`src/rtl/len5_pkg.sv`:
```
// Shared frontend definitions: datapath width and the RAS controller state encoding.
// Latency: n/a (types and constants only).
// Backpressure: n/a.
package len5_pkg;

  localparam int XLEN = 32;

  // IDLE accepts requests, SWAP issues the deferred push of a pop+push,
  // DRAIN unwinds the stack one pop per cycle after a flush.
  typedef enum logic [1:0] {
    IDLE  = 2'd0,
    SWAP  = 2'd1,
    DRAIN = 2'd2
  } ras_ctrl_state_t;

endpackage

```
`src/rtl/updown_counter.sv`:
```
// Up/down counter with enable and synchronous clear; saturation is the caller's job.
// Latency: count updates on the clock edge after en_i is seen.
// Backpressure: none; counts whenever en_i is high.
// Ports: clk_i/rst_i (async, active-high), en_i, up_i (1 = +1, 0 = -1), clr_i, cnt_o.
module updown_counter #(
  parameter int W = 3
) (
  input  logic         clk_i,
  input  logic         rst_i,
  input  logic         en_i,
  input  logic         up_i,
  input  logic         clr_i,
  output logic [W-1:0] cnt_o
);

  logic [W-1:0] cnt_q;
  logic [W-1:0] cnt_d;

  always_comb begin
    cnt_d = cnt_q;
    if (clr_i) begin
      cnt_d = '0;
    end else if (en_i) begin
      cnt_d = up_i ? cnt_q + W'(1) : cnt_q - W'(1);
    end
  end

  always_ff @(posedge clk_i or posedge rst_i) begin
    if (rst_i) begin
      cnt_q <= '0;
    end else begin
      cnt_q <= cnt_d;
    end
  end

  assign cnt_o = cnt_q;

endmodule

```
`src/rtl/ras_ctrl.sv`:
```
// Return-address-stack sequencer: arbitrates fetch/branch-unit push/pop requests,
// tracks occupancy, splits swaps into pop then push, unwinds the stack on flush.
// Latency: RAS push/pop/addr are combinational (0 cycles); a swap takes 2 cycles.
// Backpressure: branch unit has fixed priority; both readys drop outside IDLE or on flush.
// Ports: clk_i, rst_n_i (async, active-high despite the name), flush_i,
//   fe_*/bu_* request channels, ras_push_o/ras_pop_o/ras_addr_o to storage,
//   ras_valid_o, occ_o, busy_o status.
module ras_ctrl
  import len5_pkg::*;
#(
  parameter int RAS_DEPTH = 4
) (
  input  logic                           clk_i,
  input  logic                           rst_n_i,
  input  logic                           flush_i,
  input  logic                           fe_valid_i,
  output logic                           fe_ready_o,
  input  logic                           fe_push_i,
  input  logic                           fe_pop_i,
  input  logic [XLEN-1:0]                fe_addr_i,
  input  logic                           bu_valid_i,
  output logic                           bu_ready_o,
  input  logic                           bu_push_i,
  input  logic                           bu_pop_i,
  input  logic [XLEN-1:0]                bu_addr_i,
  output logic                           ras_push_o,
  output logic                           ras_pop_o,
  output logic [XLEN-1:0]                ras_addr_o,
  output logic                           ras_valid_o,
  output logic [$clog2(RAS_DEPTH+1)-1:0] occ_o,
  output logic                           busy_o
);

  localparam int OW = $clog2(RAS_DEPTH + 1);
  localparam logic [OW-1:0] OCC_MAX = OW'(RAS_DEPTH);

  ras_ctrl_state_t state_q, state_d;
  logic [XLEN-1:0] addr_q, addr_d;

  logic [OW-1:0]   occ;
  logic            occ_nz;
  logic            occ_full;
  logic            cnt_en;
  logic            cnt_up;

  // Winning request: the branch unit whenever it is valid, else fetch.
  logic            req_valid;
  logic            req_push;
  logic            req_pop;
  logic [XLEN-1:0] req_addr;

  assign occ_nz    = (occ != '0);
  assign occ_full  = (occ == OCC_MAX);
  assign req_valid = bu_valid_i | fe_valid_i;
  assign req_push  = bu_valid_i ? bu_push_i : fe_push_i;
  assign req_pop   = bu_valid_i ? bu_pop_i  : fe_pop_i;
  assign req_addr  = bu_valid_i ? bu_addr_i : fe_addr_i;

  always_comb begin
    state_d    = state_q;
    addr_d     = addr_q;
    fe_ready_o = 1'b0;
    bu_ready_o = 1'b0;
    ras_push_o = 1'b0;
    ras_pop_o  = 1'b0;
    ras_addr_o = '0;
    cnt_en     = 1'b0;
    cnt_up     = 1'b0;
    unique case (state_q)
      IDLE: begin
        if (flush_i) begin
          state_d = occ_nz ? DRAIN : IDLE;
        end else begin
          bu_ready_o = 1'b1;
          fe_ready_o = ~bu_valid_i;
          if (req_valid) begin
            if (req_push && req_pop) begin
              // Pop now, push the latched address next cycle; push and pop never overlap.
              ras_pop_o = occ_nz;
              cnt_en    = occ_nz;
              addr_d    = req_addr;
              state_d   = SWAP;
            end else if (req_push) begin
              ras_push_o = 1'b1;
              ras_addr_o = req_addr;
              // Storage wraps when full; occupancy just saturates.
              cnt_en     = ~occ_full;
              cnt_up     = 1'b1;
            end else if (req_pop) begin
              ras_pop_o = occ_nz;
              cnt_en    = occ_nz;
            end
          end
        end
      end
      SWAP: begin
        if (flush_i) begin
          // The deferred push is dropped; unwind whatever is left.
          state_d = occ_nz ? DRAIN : IDLE;
        end else begin
          ras_push_o = 1'b1;
          ras_addr_o = addr_q;
          cnt_en     = ~occ_full;
          cnt_up     = 1'b1;
          state_d    = IDLE;
        end
      end
      DRAIN: begin
        ras_pop_o = occ_nz;
        cnt_en    = occ_nz;
        // Leave as the last entry is popped so busy lasts exactly occ cycles.
        if (occ <= OW'(1)) begin
          state_d = IDLE;
        end
      end
      default: begin
        state_d = IDLE;
      end
    endcase
  end

  always_ff @(posedge clk_i or posedge rst_n_i) begin
    if (rst_n_i) begin
      state_q <= IDLE;
      addr_q  <= '0;
    end else begin
      state_q <= state_d;
      addr_q  <= addr_d;
    end
  end

  updown_counter #(
    .W (OW)
  ) u_occ_cnt (
    .clk_i (clk_i),
    .rst_i (rst_n_i),
    .en_i  (cnt_en),
    .up_i  (cnt_up),
    .clr_i (1'b0),
    .cnt_o (occ)
  );

  assign occ_o       = occ;
  assign ras_valid_o = occ_nz;
  assign busy_o      = (state_q != IDLE);

endmodule
```
`config.mk`:
```
export PLATFORM = sky130hd
export DESIGN_NAME = ras_ctrl
export DESIGN_NICKNAME = d
export VERILOG_FILES = /design/src/rtl/len5_pkg.sv /design/src/rtl/updown_counter.sv /design/src/rtl/ras_ctrl.sv
export SDC_FILE = /design/constraint.sdc
export NUM_CORES = 1
export LEC_CHECK = 0
export BUFFER_PORTS_ARGS = -buffer_cell sky130_fd_sc_hd__buf_2
export CAP_MARGIN = 40
export CORE_MARGIN = 2
export CORE_UTILIZATION = 24
export DETAILED_ROUTE_END_ITERATION = 6
export GPL_TIMING_DRIVEN = 0
export PLACE_DENSITY_LB_ADDON = 0.15
export REMOVE_ABC_BUFFERS = 1
export SYNTH_ARGS = -nofsm -noshare
export SYNTH_HDL_FRONTEND = slang
export SYNTH_SLANG_ARGS = --single-unit
```
`constraint.sdc`:
```
create_clock -name clk_i -period 1.8 [get_ports clk_i]
set_input_delay 0.18 -clock clk_i [delete_from_list [all_inputs] [get_ports clk_i]]
set_output_delay 0.18 -clock clk_i [all_outputs]
set_load 0.1 [all_outputs]
```
==> reports/qor.yml <==
clkSinkCount: 37
fin_nets: 480
min_to: "addr_q[11]$_DFFE_PP0P_"
setup_slack_reg_to_reg_ns: -0.05
global_route_congestion_overflow_total: 0
vias_per_cell: 4.80
layout_worst_path_cycle_share_pct: 109
cts_max_level: 2
cts_root_cell: "sky130_fd_sc_hd__clkbuf_8"
placed_area_sq_um: 3000
maxClockFrequency_mhz: 508
power.share.switching_pct: 46.2
crit_path_start: "state_q[1]$_DFFE_PP0P_"
synthMostInstantiatedCell: "sky130_fd_sc_hd__dfrtp_1"
leakagePower_nw: 1.93
slew_headroom_pct: 67.6
critPathCaptureType: "primary output"
postSynthRegisterBits: 37
hold_path_depth: 3
yosys_warnings: 0
internal-power_mw: 2.64
grt_use_met2_pct: 27.4
stdcell_area_sq_um: 4430
ant_nets: 0
synth_seq_area_share_pct: 41.2
coreArea_sq_um: 9150
critical_path_type: "flip-flop to primary output"
worst_path_most_repeated_cell: "sky130_fd_sc_hd__buf_12"
number_of_unique_standard_cell_types_used_by_synthesis: 34
global_placement_routability_congestion: 0.793
worstPathMaxFanout: 6
path_delay_family: "buffers and inverters"
grt_use_total_pct: 16.9
detailedRoute.firstIterationViolations: 41
report.final.setup_viol: 57
die_h_microns: 101
max_ir_drop_vdd_mv: 0.866
antenna_cells_inserted: 0
synth_area_sq_um: 2250
first_pass_detailed_route_iteration_total: 4
area.growth.synth_to_final_pct: 97.2
grt_setup_unrepaired: "true"
powerDensity_nw_per_um2: 1110
detailedPlacementHpwl_mm: 4.35
period_minus_slack_ns: 1.97
postLayoutSetupSlackWorst_ns: -0.169
die_w_microns: 101
synth.top_cells.by_area: "sky130_fd_sc_hd__dfrtp_1 41%, sky130_fd_sc_hd__mux2i_1 14%, sky130_fd_sc_hd__a21oi_1 7.8%"
reg_clk_slew_reported_paths_ns: 0.08
synthesized_netlist_cell_count: 260
critical_path.cell_chain: "nor3_4, o221ai_4, buf_12, buf_16, o21ai_4, buf_12"
reg2reg_from: "state_q[1]$_DFFE_PP0P_"
timing.final.hold_violations: 0
combPwrFrac_pct: 56.2
worst_hold_startpoint: "fe_addr_i[11]"
floorplan.die_area_sq_um: 10100
grt_start_max_net_pins: 25
worstPathArrival_ns: 1.79
global_route.usage.met1_pct: 23.2
min-delay-path-class: "input pin to flip-flop"
drive_gt1_share_pct: 52.6
hold_ws_ns: 0.213
clock_power_share_pct: 13.2
synth.avg_cell_area_sq_um: 8.64
grt_most_used_layer: "met2"
pin_count: 114
violations: "setup timing"
drv.max_cap_violation_count: 0
slew_viol_final: 0
row_count: 35
detail_route.wirelength_mm: 8.39
critPathLaunchType: "flip-flop"
power.sequential.fraction_pct: 30.6
drt_drc_violations_left: 0
net_switching_mw: 2.27
synth.cells.most_frequent: "37 x sky130_fd_sc_hd__dfrtp_1, 36 x sky130_fd_sc_hd__nor2_1, 35 x sky130_fd_sc_hd__a21oi_1, 34 x sky130_fd_sc_hd__nand2_1, 34 x sky130_fd_sc_hd__o21ai_0"
most_frequently_used_flop_master_after_synthesis: "sky130_fd_sc_hd__dfrtp_1"
grt_pass1_vias: 2488
routedWlPerCell_microns: 16.3
global_routing_usage_on_met3_pct: 3.12
async_reset_ff_share_pct: 100
critPathBufInv: 3
clk-insertion-delay-late_ns: 0.29
worst_slack_after_detailed_placement_ns: -0.497
number_of_synthesized_flops_with_an_enable_pin: 0
register_to_register_path_depth: 10
r2r-end: "addr_q[19]$_DFFE_PP0P_"
synth_top_area_share_pct: 41.2
slowest_delay_ns: 0.42
fin_skew_ns: 0.00725
max-clock-path-buffers: 2
wire_length_of_the_first_global_routing_pass_mm: 13.3
timing_worst_slew_pin_value_ns: 0.489
num_vias: 2478
crit_required_ns: 1.62
crit_path_top_delay_cell: "sky130_fd_sc_hd__dfrtp_2"
io_buffer_count: 113
synth_largest_area_cell: "sky130_fd_sc_hd__dfrtp_1"
cts-buffers-inserted: 5
antenna_found_initial: 0
start_util_pct: 24.5
result_of_the_run: "finished, violations left"
cts_tree: "yes"
final cells by class:
type | instances | area, sq um
Fill cell | 838 | 4720
Multi-Input combinational cell | 205 | 1640
Timing Repair Buffer | 151 | 1610
Sequential cell | 37 | 928
Tap cell | 111 | 139
Clock buffer | 7 | 96.3
Inverter | 4 | 15.0
Clock inverter | 1 | 5.00
state kept, by name, indices dropped and copies added, names as in the netlist:
name	count
u_occ_cnt.cnt_o	3
state_q	2
addr_q	32
worst min-delay path, cell delays in order:
cell	delay, ns
sky130_fd_sc_hd__buf_2	0.07
sky130_fd_sc_hd__mux2i_1	0.07
sky130_fd_sc_hd__a21oi_1	0.14
routing by layer:
metal / wire length [microns] / share of wire, %
met5: 0 / 0
met4: 78 / 0.93
met3: 426 / 5.1
met2: 3950 / 47
met1: 3940 / 47
per-stage QoR:
| step | TNS, ns | instances | utilization [%] | power, mW |
|---|---|---|---|---|
| 4_1_cts | -6.67 | 509 | 47.5 | 4.82 |
| 3_5_place_dp | -20.70 | 472 | 32.8 | 3.55 |
| 3_3_place_gp | -162.44 | 467 | 31.2 | 3.48 |
| 6_report | -4.48 | 516 | 48.4 | 4.92 |
| 2_1_floorplan | -167.32 | 243 | - | 3.11 |
| 5_1_grt | -9.84 | 516 | 48.4 | 5.22 |
placed cells by master (no fill, tap or decap), types with 2 or more instances in the layout:
cell / count
sky130_fd_sc_hd__a211oi_1: 2
sky130_fd_sc_hd__a21oi_1: 33
sky130_fd_sc_hd__a21oi_4: 2
sky130_fd_sc_hd__buf_12: 38
sky130_fd_sc_hd__buf_16: 4
sky130_fd_sc_hd__buf_2: 74
sky130_fd_sc_hd__buf_4: 19
sky130_fd_sc_hd__buf_6: 11
sky130_fd_sc_hd__clkbuf_16: 2
sky130_fd_sc_hd__clkbuf_8: 7
sky130_fd_sc_hd__dfrtp_1: 35
sky130_fd_sc_hd__dfrtp_2: 2
sky130_fd_sc_hd__ha_1: 3
sky130_fd_sc_hd__inv_1: 3
sky130_fd_sc_hd__mux2i_1: 32
sky130_fd_sc_hd__nand2_1: 30
sky130_fd_sc_hd__nand2_2: 4
sky130_fd_sc_hd__nand2b_1: 3
sky130_fd_sc_hd__nand3b_1: 3
sky130_fd_sc_hd__nor2_1: 35
sky130_fd_sc_hd__nor2_4: 2
sky130_fd_sc_hd__nor3_1: 2
sky130_fd_sc_hd__o21ai_0: 2
sky130_fd_sc_hd__o21ai_1: 4
sky130_fd_sc_hd__o21ai_2: 2
sky130_fd_sc_hd__o21ai_4: 27
sky130_fd_sc_hd__o221ai_4: 2
timing repair:
action / in CTS / in global routing
buffers inserted: 21 / 8
cloned: 8 / 1
resized for setup: 235 / 13
hold buffers: 1 / 0
hold endpoints to repair: 14 / 0
pin swaps: 20 / 8
setup endpoints to repair: 59 / 72
power groups by stage:
| stage | clock (mW) | sequential [mW] | combinational [mW] |
|---|---|---|---|
| 3_3_place_gp | 0 | 1.51 | 1.97 |
| 2_1_floorplan | 0 | 1.71 | 1.40 |
| 4_1_cts | 0.682 | 1.50 | 2.64 |
| 3_5_place_dp | 0 | 1.52 | 2.04 |
| 5_1_grt | 0.711 | 1.56 | 2.95 |
| 6_report | 0.647 | 1.50 | 2.76 |
cell families (layout without fill, tap and decap cells):
family | Yosys count | in the layout | share of synthesized area [%]
AOI/OAI and AO/OA | 77 | 79 | 19.1
DFF | 37 | 37 | 41.2
muxes | 34 | 34 | 15.4
and+or+nand+nor | 87 | 88 | 17.4
xor gates and xnor gates | 1 | 1 | 0.390
adders and majority gates | 3 | 3 | 1.67
buffers and inverters | 21 | 163 | 4.79
how the worst max path moves through the flow:
stage / endpoint / slack (ns) / depth (start not counted)
4_1_cts: ras_addr_o[21] / -0.20 / 6
2_1_floorplan: ras_addr_o[10] / -2.48 / 3
5_1_grt: ras_addr_o[19] / -0.26 / 6
3_3_place_gp: addr_q[3]$_DFFE_PP0P_ / -3.29 / 4
6_report: ras_addr_o[29] / -0.17 / 6
3_5_place_dp: ras_addr_o[30] / -0.50 / 6
Power figures use the tool's default switching activity.
